===== src/rtl/full_adder.sv =====
// Registered ripple-carry adder built from one-bit full-adder cells, with carry-out and signed overflow.
// Optional input register stage via FULL_ADDER_INREG_EN (latency 2 instead of 1).

module fa_cell (
  input  logic a_i,
  input  logic b_i,
  input  logic c_i,
  output logic s_o,
  output logic c_o
);
  logic p;
  assign p   = a_i ^ b_i;
  assign s_o = p ^ c_i;
  assign c_o = (a_i & b_i) | (c_i & p);
endmodule

module full_adder #(
  parameter int WIDTH = 1
) (
  input  logic             clk,
  input  logic             rst_n,
  input  logic             in_valid,
  input  logic [WIDTH-1:0] a,
  input  logic [WIDTH-1:0] b,
  input  logic             cin,
  output logic             out_valid,
  output logic [WIDTH-1:0] sum,
  output logic             cout,
  output logic             ovf
);
`ifdef FULL_ADDER_INREG_EN
  localparam int STAGES = 2;
`else
  localparam int STAGES = 1;
`endif

  // arm_q blocks capture on the first edge after reset release
  logic             arm_q;
  logic [STAGES:0]  vld_pipe;
  logic [WIDTH-1:0] op_a, op_b;
  logic             op_cin;
  logic [WIDTH:0]   c;
  logic [WIDTH-1:0] s;
  logic [WIDTH-1:0] sum_q, sum_d;
  logic             cout_q, cout_d, ovf_q, ovf_d;

  always_ff @(posedge clk or negedge rst_n)
    if (!rst_n) arm_q <= 1'b0;
    else        arm_q <= 1'b1;

  assign vld_pipe[0] = in_valid & arm_q;

  always_ff @(posedge clk or negedge rst_n)
    if (!rst_n) vld_pipe[STAGES:1] <= '0;
    else        vld_pipe[STAGES:1] <= vld_pipe[STAGES-1:0];

`ifdef FULL_ADDER_INREG_EN
  logic [WIDTH-1:0] a_q, b_q;
  logic             cin_q;

  always_ff @(posedge clk or negedge rst_n)
    if (!rst_n) begin
      a_q   <= '0;
      b_q   <= '0;
      cin_q <= 1'b0;
    end else begin
      a_q   <= a;
      b_q   <= b;
      cin_q <= cin;
    end

  assign op_a   = a_q;
  assign op_b   = b_q;
  assign op_cin = cin_q;
`else
  assign op_a   = a;
  assign op_b   = b;
  assign op_cin = cin;
`endif

  assign c[0] = op_cin;

  for (genvar i = 0; i < WIDTH; i++) begin : g_cell
    fa_cell u_cell (
      .a_i (op_a[i]),
      .b_i (op_b[i]),
      .c_i (c[i]),
      .s_o (s[i]),
      .c_o (c[i+1])
    );
  end

  always_comb begin
    sum_d  = sum_q;
    cout_d = cout_q;
    ovf_d  = ovf_q;
    if (vld_pipe[STAGES-1]) begin
      sum_d  = s;
      cout_d = c[WIDTH];
      ovf_d  = c[WIDTH] ^ c[WIDTH-1];
    end
  end

  always_ff @(posedge clk or negedge rst_n)
    if (!rst_n) begin
      sum_q  <= '0;
      cout_q <= 1'b0;
      ovf_q  <= 1'b0;
    end else begin
      sum_q  <= sum_d;
      cout_q <= cout_d;
      ovf_q  <= ovf_d;
    end

  assign out_valid = vld_pipe[STAGES];
  assign sum       = sum_q;
  assign cout      = cout_q;
  assign ovf       = ovf_q;
endmodule


===== config.mk =====
export PLATFORM = sky130hd
export DESIGN_NAME = full_adder
export DESIGN_NICKNAME = d
export VERILOG_FILES = /design/src/rtl/full_adder.sv
export SDC_FILE = /design/constraint.sdc
export NUM_CORES = 1
export LEC_CHECK = 0
export ABC_AREA = 1
export BUFFER_PORTS_ARGS = -buffer_cell sky130_fd_sc_hd__buf_2
export CAP_MARGIN = 0
export CELL_PAD_IN_SITES_DETAIL_PLACEMENT = 0
export CELL_PAD_IN_SITES_GLOBAL_PLACEMENT = 1
export CORE_AREA = 2 2 39 41
export DETAILED_ROUTE_END_ITERATION = 16
export DIE_AREA = 0 0 41 43
export HOLD_SLACK_MARGIN = 0.12
export PLACE_DENSITY_LB_ADDON = 0.1
export SETUP_SLACK_MARGIN = 0.15
export SLEW_MARGIN = 10
export SYNTH_ARGS = -nofsm -noshare
export SYNTH_HDL_FRONTEND = slang
export SYNTH_SLANG_ARGS = --single-unit

===== constraint.sdc =====
create_clock -name clk -period 0.81 [get_ports clk]
set_input_delay 0.162 -clock clk [delete_from_list [all_inputs] [get_ports clk]]
set_output_delay 0.162 -clock clk [all_outputs]
set_load 0.05 [all_outputs]

# Yosys cells after proc, flatten, opt, wreduce, memory -nomap -nowiden
# Cells that the tools add are included.
# totals
ff_bits	5
out_inout_bits	4
elab_cells	12
# classes
n_bitwise	7
# op_table
operator	count
$and 1x1->1	3
$xor 1x1->1	3
$or 1x1->1	1

# Logic depth before layout (Yosys ltp)
# Gate-level depths: netlist of run 1.
# depth
ltp_word	4
depth_mapped	5

# By module
# A second synthesis of run 1 with hierarchy kept.
# hier_totals
cells_unflattened	21
area_unflattened_um2	211.5
# by_module_without_submodules
mod	instances	cells_each	area_per_inst_um2	seq_area_each_um2
full_adder	1	20	191.4	125.1
fa_cell	1	1	20.0	0.0

# Least setup slack after synthesis of run 1
# No wires, ideal clock.
# synth_path
path_kind	input port to flip-flop
start	in a
end	reg ovf_q, in the netlist ovf
arrival_time_ps	798
slack_ps	-106
path_stages	5
n_path_buf	0
cell_sequence	fa_1 inv_1 nand2_1 nand3_2 nand2_1
# synth_between
elab_chain_cells	4
word_cells_on_any_way	5
cone_classes	bitwise: 5
# synth_lines
element	line_no	rtl
start: declaration	23	input logic [WIDTH-1:0] a,
$xor 1x1->1	12	assign p = a_i ^ b_i;
$and 1x1->1	14	assign c_o = (a_i & b_i) | (c_i & p);
$or 1x1->1 (*)	14	
$xor 1x1->1 (*)	100	ovf_d = c[WIDTH] ^ c[WIDTH-1];
end signal: assignment	112	ovf_q <= ovf_d;
end: declaration	45	logic cout_q, cout_d, ovf_q, ovf_d;
# Mark *: on every way between the ends. The rest lies on a longest branch, timed or not.
# A chain may end at the register's enable or synchronous reset.

# Worst setup path in the final report of run 1
# layout_path
start	reg cout_q, in the netlist cout
end	out cout
# layout_lines
element	line_no	rtl
start: declaration	45	
start signal: assignment	111	cout_q <= cout_d;
end: declaration	28	output logic cout,
# No word-level cell between the ends.

==> results.cfg, run 1 <==
[cells_and_area]
final_common_cell = nand2_1
drive_gt1_frac = 0.6216
syn2layout_area_growth_pct = 71.60
antennaDiodeCount = 0
layout_common_cells = 6 x nand2_1, 5 x buf_2, 4 x buf_6
fillers = 154
stdcell_area_sq_um = 362.8
nNetsFinal = 45

[status]
violations = negative setup slack
outcome = finished with violations

[detailed_routing]
drt-initial-drc-count = 3
vias = 180
wire_per_inst_um = 7.660
dr.max_layer_used = met4
met1_length_um = 148
totalWireLength_um = 406
antenna_left = 0
via_per_inst = 3.396
routed-wl-met2_um = 218
drc = 0
dr.pass1.iters = 2
dr_wl_met3_um = 27

[worst_setup_path]
crit_buf_inv = 1
cp.required_ps = 650
reg2reg_slack_ps = 50
critPathMaxFanout = 2
slowest_delay_ps = 400
critical_path.cell_chain = buf_6
arrival_ps = 790
crit_cells = 1
critPathKind = flip-flop to primary output
timing.rr.start = arm_q
reg2reg_depth = 4
worstSetupEndpointType = primary output
critPathLaunchType = flip-flop
cp_top_family = flip-flops
rr_endpoint = ovf
critPathSlowestCell = dfrtp_2

[timing]
fmax_ghz = 1.052
finalHoldViolations = 0
slew_violations = 0
finClkSkew_ps = 0.3927
rsz0062_at_grt = true
setup_slack_ps = -140.9
holdWs_ps = 226.7
fin_crit_sh = 1.174
setup_viol = 4
fin_crit_ps = 950.9

[placed_design]
placed_area_sq_um = 289.0
gp_congestion = 0.5976
dp_hpwl_um = 343.9
io_buffers = 9

[power]
internal_power_uw = 564.2
p_sw_frac = 0.3165
peakVddDrop_uv = 435.6
clkPwrFrac = 0.340
powerDensity_nw_per_um2 = 2275
switchingPower_uw = 261.3
leakage_nw = 0.1870
seqPwrFrac = 0.363
comb_power_share = 0.297

[global_route]
grt_max_degree = 6
grt_pass1_vias = 178
grt_pass1_wl_um = 765
overflow = 0
antenna_found_initial = 0
grtUsageTotal = 0.07475

[clock_network]
clock_sinks = 5
htreeDepth = 1
clock_latency_ps = 230
cts_buffer_depth = 2
cts_root_buffer = clkbuf_4
numCtsBuffers = 3
cts_tree = built
clkTransAtPathRegs_ps = 40

[die]
die_y_um = 43
io_pins = 10
start_util = 0.1528
row_count = 14
dieArea_sq_um = 1763
coreArea_sq_um = 1384
fp.dieW_um = 41

[hold_path]
holdCritStartpoint = in_valid
holdCritPathClass = input port to flip-flop
worstHoldPathCells = 3
hold_end = out_valid

[synthesis]
synth_area_sq_um = 211.5
ys_seq_elements = 5
synth_seq_area_share = 0.5917
syn-num-nets = 28
ys_types = 9
synthCells = 21
syn_avg_cell_area_sq_um = 10.07
yosysWarnings = 0

[flow_run]
max_cap_viol_count = 0
## per-layer routing
metal  vias to the layer above  global-route usage
met1                        80             0.07213
met5                         -                   0
li1                         91                   -
met3                         2             0.04712
met4                         0              0.1000
met2                         7             0.08750
## stage by stage
stage,util,setup WS (ps),total power [mW],setup TNS [ps],cells
after detailed placement,0.2089,-220.3,0.4912,-537.0,47
after global routing,0.2622,-177.0,0.8931,-677.6,53
after floorplan,-,-34.01,0.4310,-67.65,21
final,0.2622,-140.9,0.8255,-521.2,53
after global placement,0.2089,-200.0,0.4903,-511.7,47
after CTS,0.2604,-151.8,0.8379,-562.1,53
## power by group through the flow
| stage | logic, mW | clock network, mW | registers, mW |
|---|---|---|---|
| after global placement | 0.194 | 0 | 0.296 |
| after global routing | 0.264 | 0.327 | 0.302 |
| after CTS | 0.245 | 0.293 | 0.300 |
| after detailed placement | 0.194 | 0 | 0.298 |
| after floorplan | 0.0404 | 0 | 0.391 |
| final | 0.245 | 0.281 | 0.300 |
## repair_timing
action | CTS | global route
resized for setup | 10 | 1
setup buffers | 1 | 0
pin swaps | 3 | 1
hold buffers | 1 | 0
setup endpoints to repair | 7 | 8
endpoints found under the hold margin | 5 | 0
## area by class of cell
type / count / area [sq um] / share of cell area
flip-flops and latches: 5 / 127.6 / 0.3517
repair buffers: 12 / 95.09 / 0.2621
multi-input cells: 13 / 82.58 / 0.2276
clock buffers: 4 / 26.28 / 0.07241
well taps: 16 / 20.02 / 0.05517
inverters: 3 / 11.26 / 0.03103
## logic make-up (layout without fill, tap and decap cells)
kind of cell    Yosys count  count (layout)  synth area share
other cells               1               1           0.01773
flops                     5               5            0.5917
simple gates             10              10            0.2190
fa+ha+maj                 1               1           0.09468
compound gates            1               1           0.02365
buf+inv                   3              19           0.05325
## state kept, by name (all words and copies together), names as in the netlist
register,cells
sum,1
ovf,1
out_valid,1
arm_q,1
cout,1
## how the worst max path moves through the flow
stage / start / end / slack [ps]
after floorplan: cin / ovf / -30
after global placement: cin / ovf / -200
after detailed placement: cin / ovf / -220
after CTS: cout / cout / -150
after global routing: cout / cout / -180
final: cout / cout / -140
## synthesized netlist by cell type
| master | number | area [sq um] |
|---|---|---|
| conb_1 | 1 | 3.750 |
| dfrtp_1 | 5 | 125.1 |
| fa_1 | 1 | 20.02 |
| inv_1 | 2 | 7.510 |
| inv_2 | 1 | 3.750 |
| nand2_1 | 8 | 30.03 |
| nand2_2 | 1 | 6.260 |
| nand3_2 | 1 | 10.01 |
| o21ai_0 | 1 | 5.000 |
Note: power is estimated with default switching activity, not from simulation.
==> run 2: changes to the inputs <==
SETUP_SLACK_MARGIN = 0.5   (was 0.15)
==> results.cfg, run 2 (synthesized netlist as in run 1, its figures left out) <==
[die]
start_util = 0.1528
io_pins = 10
dieArea_sq_um = 1763
row_count = 14
die_y_um = 43
fp.dieW_um = 41
coreArea_sq_um = 1384

[clock_network]
cts_tree = built
clkTransAtPathRegs_ps = 40
numCtsBuffers = 3
cts_root_buffer = clkbuf_4
htreeDepth = 1
clock_sinks = 5
clock_latency_ps = 230
cts_buffer_depth = 2

[cells_and_area]
antennaDiodeCount = 0
layout_common_cells = 6 x nand2_1, 5 x buf_2, 4 x buf_6
final_common_cell = nand2_1
fillers = 156
nNetsFinal = 44
drive_gt1_frac = 0.6389
syn2layout_area_growth_pct = 66.86
fin_util = 0.2550

[detailed_routing]
dr_wl_met3_um = 31
antenna_left = 0
wire_per_inst_um = 7.827
dr.pass1.iters = 2
drc = 0
vias = 180
drt-initial-drc-count = 3
via_per_inst = 3.462
met1_length_um = 141
totalWireLength_um = 407
routed-wl-met2_um = 223
dr.max_layer_used = met4

[power]
p_sw_frac = 0.3174
switchingPower_uw = 260.9
seqPwrFrac = 0.365
leakage_nw = 0.1828
powerDensity_nw_per_um2 = 2329
clkPwrFrac = 0.341
internal_power_uw = 561.1
comb_power_share = 0.294
peakVddDrop_uv = 435.3

[worst_setup_path]
critical_path.cell_chain = buf_6
cp_top_family = flip-flops
arrival_ps = 790
slowest_delay_ps = 400
crit_buf_inv = 1
critPathLaunchType = flip-flop
worstSetupEndpointType = primary output
critPathSlowestCell = dfrtp_2
cp.required_ps = 650
critPathMaxFanout = 2
critPathKind = flip-flop to primary output

[timing]
fin_crit_ps = 950.9
setup_slack_ps = -140.9
holdWs_ps = -271.0
fmax_ghz = 1.052
finClkSkew_ps = 0.3927
finalHoldViolations = 5
rsz0062_at_grt = true
fin_crit_sh = 1.174
setup_tns_ps = -525.4
slew_violations = 0
setup_viol = 4

[global_route]
overflow = 0
antenna_found_initial = 0
grt_pass1_vias = 181
grt_pass1_wl_um = 765
grt_max_degree = 6
grtUsageTotal = 0.07475

[status]
violations = negative hold slack, negative setup slack
outcome = finished with violations

[placed_design]
dp_hpwl_um = 343.9
gp_congestion = 0.5976
dp_slack_ps = -220.3
io_buffers = 9

[hold_path]
holdCritPathClass = input port to async pin

[flow_run]
max_cap_viol_count = 0
## run 2: changes by cell type in the layout (fill, tap and decap cells not counted)
| cell | previous run | this run |
|---|---|---|
| dlygate4sd3_1 | 1 | 0 |
## run 2: power groups by stage
stage	Combinational, mW	Clock [mW]	Sequential [mW]
2_1_floorplan	0.0404	0	0.391
3_3_place_gp	0.194	0	0.296
3_5_place_dp	0.194	0	0.298
4_1_cts	0.241	0.293	0.300
5_1_grt	0.260	0.327	0.302
6_report	0.242	0.281	0.300
## run 2: repair_timing
action                                 CTS  global route
setup buffers                            1             0
setup endpoints to repair                8             8
pin swaps                                3             1
gates resized for setup                 10             1
endpoints found under the hold margin    5             5
## run 2: routing by layer
layer | up-vias | track usage
li1 | 89 | -
met5 | - | 0
met4 | 0 | 0.1000
met1 | 82 | 0.07213
met3 | 2 | 0.04712
met2 | 7 | 0.08750
## run 2: path summary, 6_finish.rpt
check / endpoint / slack [ps] / start / cells after the start
hold reg to reg: cout / 500 / cout / 2
min in group clk: out_valid / 230 / in_valid / 3
hold / removal: arm_q / -270 / rst_n / 1
setup / recovery: cout / -140 / cout / 1
max in group asynchronous: out_valid / 940 / rst_n / 1
setup reg to reg: ovf / 50 / arm_q / 4
## run 2: final cells by class
cell class                      instances  area (sq um)  area share
Sequential cell                         5         127.6      0.3617
Timing Repair Buffer                   11         85.08      0.2411
Multi-Input combinational cell         13         82.58      0.2340
Inverter                                3         11.26     0.03191
Clock buffer                            4         26.28     0.07447
Tap cell                               16         20.02     0.05674
## run 2: through the flow
stage | instances | hold WS [ps] | area (sq um) | power [mW]
after floorplan | 21 | -133.6 | 216.5 | 0.4310
after global placement | 47 | -20.67 | 289.0 | 0.4903
after detailed placement | 47 | -18.84 | 289.0 | 0.4912
after CTS | 52 | -274.1 | 350.3 | 0.8341
after global routing | 52 | -283.0 | 352.8 | 0.8891
final | 52 | -271.0 | 352.8 | 0.8219
==> run 3: changes to the inputs <==
ABC_AREA = default   (was 1)
==> results.cfg, run 3 <==
[worst_setup_path]
crit_buf_inv = 1
critical_path.cell_chain = buf_8
critPathSlowestCell = dfrtp_2
critPathMaxFanout = 2
critPathKind = flip-flop to primary output
cp_top_family = flip-flops
slowest_delay_ps = 400
cp.required_ps = 650
critPathLaunchType = flip-flop
arrival_ps = 800
worstSetupEndpointType = primary output

[status]
outcome = finished with violations
violations = negative hold slack, negative setup slack

[synthesis]
synth.area.top_cells = dfrtp_1 62%, mux2_2 17%, fa_1 9.9%
synth_seq_area_share = 0.6211
synthCells = 13
yosysWarnings = 0
synth_edf_count = 0
synth_flop_cell = dfrtp_1
syn-num-nets = 20
synthArstFlopShare = 1.000
ys_seq_elements = 5
synth_common_cells = 5 x dfrtp_1, 3 x mux2_2
synth.most_common_cell = dfrtp_1
synth_area_sq_um = 201.4
synth.top_cell.area_share = 0.6211
syn_avg_cell_area_sq_um = 15.50
synth_top_area_cell = dfrtp_1
ys_types = 7

[power]
leakage_nw = 0.1838
peakVddDrop_uv = 1016
finalPower_uw = 938.2
powerDensity_nw_per_um2 = 2516

[detailed_routing]
drc = 0
drt-initial-drc-count = 0
antenna_left = 0
totalWireLength_um = 370
dr.pass1.iters = 1
vias = 148
wire_per_inst_um = 8.222
via_per_inst = 3.289

[cells_and_area]
drive_gt1_frac = 0.8276
syn2layout_area_growth_pct = 85.09
final_common_cell = buf_2
nNetsFinal = 37
fillers = 149
antennaDiodeCount = 0
seq_area_sq_um = 128.9
multi_input_area_sq_um = 87.58
layout_common_cells = 4 x buf_2, 3 x clkbuf_4, 3 x dfrtp_2, 3 x buf_6, 3 x buf_4

[timing]
slew_violations = 0
rsz0062_at_grt = true
setup_slack_ps = -149.0
finClkSkew_ps = 2.397
setup_viol = 7
fmax_ghz = 1.043
fin_crit_ps = 959.0
finalHoldViolations = 5
holdWs_ps = -275.0
setup_tns_ps = -922.6
fin_crit_sh = 1.184

[die]
coreArea_sq_um = 1384
row_count = 14
io_pins = 10
fp.dieW_um = 41
dieArea_sq_um = 1763
die_y_um = 43
start_util = 0.1456

[clock_network]
clock_sinks = 5
clock_latency_ps = 240
clkTransAtPathRegs_ps = 40
numCtsBuffers = 3
cts_tree = built
cts_buffer_depth = 2
cts_root_buffer = clkbuf_4
htreeDepth = 1

[flow_run]
max_cap_viol_count = 0

[global_route]
overflow = 0
grtUsageTotal = 0.06465
grt_pass1_wl_um = 621
antenna_found_initial = 0
grt_pass1_vias = 143
grt_max_degree = 6

[placed_design]
gp_congestion = 0.6475
io_buffers = 9
dp_slack_ps = -392.4

[hold_path]
holdCritPathClass = input port to async pin
-- run 3: cell count changes after synthesis --
| cell | change |
|---|---|
| inv_1 | -1 |
| inv_2 | -1 |
| mux2_2 | +3 |
| nand2_1 | -8 |
| nand3_2 | -1 |
| o21ai_0 | -1 |
| xor2_1 | +1 |
-- run 3: through the flow --
step	utilization	instance area, sq um	cells
global route	0.2694	372.9	45
detailed placement	0.2025	280.3	39
finish	0.2694	372.9	45
CTS	0.2396	331.6	43
floorplan	-	207.7	13
global placement	0.2025	280.3	39
-- run 3: routing by layer --
metal  vias up  global-route usage  routed length [um]
met5         -                   0                   0
met4         0             0.04000                   0
met3         0             0.09424                  69
met2        10             0.05938                 171
met1        67             0.06885                 129
li1         71                   -                   -
-- run 3: path summary, 6_finish.rpt --
| check | from | to | slack (ps) | cells past startpoint |
|---|---|---|---|---|
| worst min-delay path | rst_n | arm_q | -270 | 1 |
| min in group clk | in_valid | out_valid | 160 | 3 |
| worst min register to register | arm_q | out_valid | 510 | 2 |
| worst max register to register | arm_q | cout | -130 | 2 |
| max in group asynchronous | rst_n | cout | 940 | 1 |
| worst max-delay path | sum | sum | -150 | 1 |
-- run 3: timing repair --
item / CTS / global route
gates resized for setup: 8 / 8
setup buffers: 0 / 2
hold endpoints to repair: 5 / 5
pin swaps: 1 / 3
endpoints found under the setup margin: 8 / 8
-- run 3: logic make-up (layout without fill, tap and decap cells) --
family,after synthesis,in the layout,share of synthesized area
buf+inv,1,17,0.01862
mux,3,3,0.1677
flops,5,5,0.6211
xor+xnor,1,1,0.04349
simple gates,1,1,0.03108
fa+ha+maj,1,1,0.09938
other cells,1,1,0.01862
-- run 3: worst register-to-register path, cell delays in order, from the launching register on --
cell,delay [ps]
dfrtp_1,380
nand2_4,110
mux2_2,330
-- run 3: cell type report --
class	instances	share of cell area
inverters	1	0.01007
repair buffers	12	0.2852
clock buffers	4	0.07047
multi-input cells	7	0.2349
flip-flops and latches	5	0.3456
well taps	16	0.05369
-- run 3: power by group --
group | internal (mW) | leakage [nW] | switching, mW
Combinational | 0.159 | 0.112 | 0.174
Clock | 0.186 | 0.0150 | 0.0994
Sequential | 0.293 | 0.0564 | 0.0264
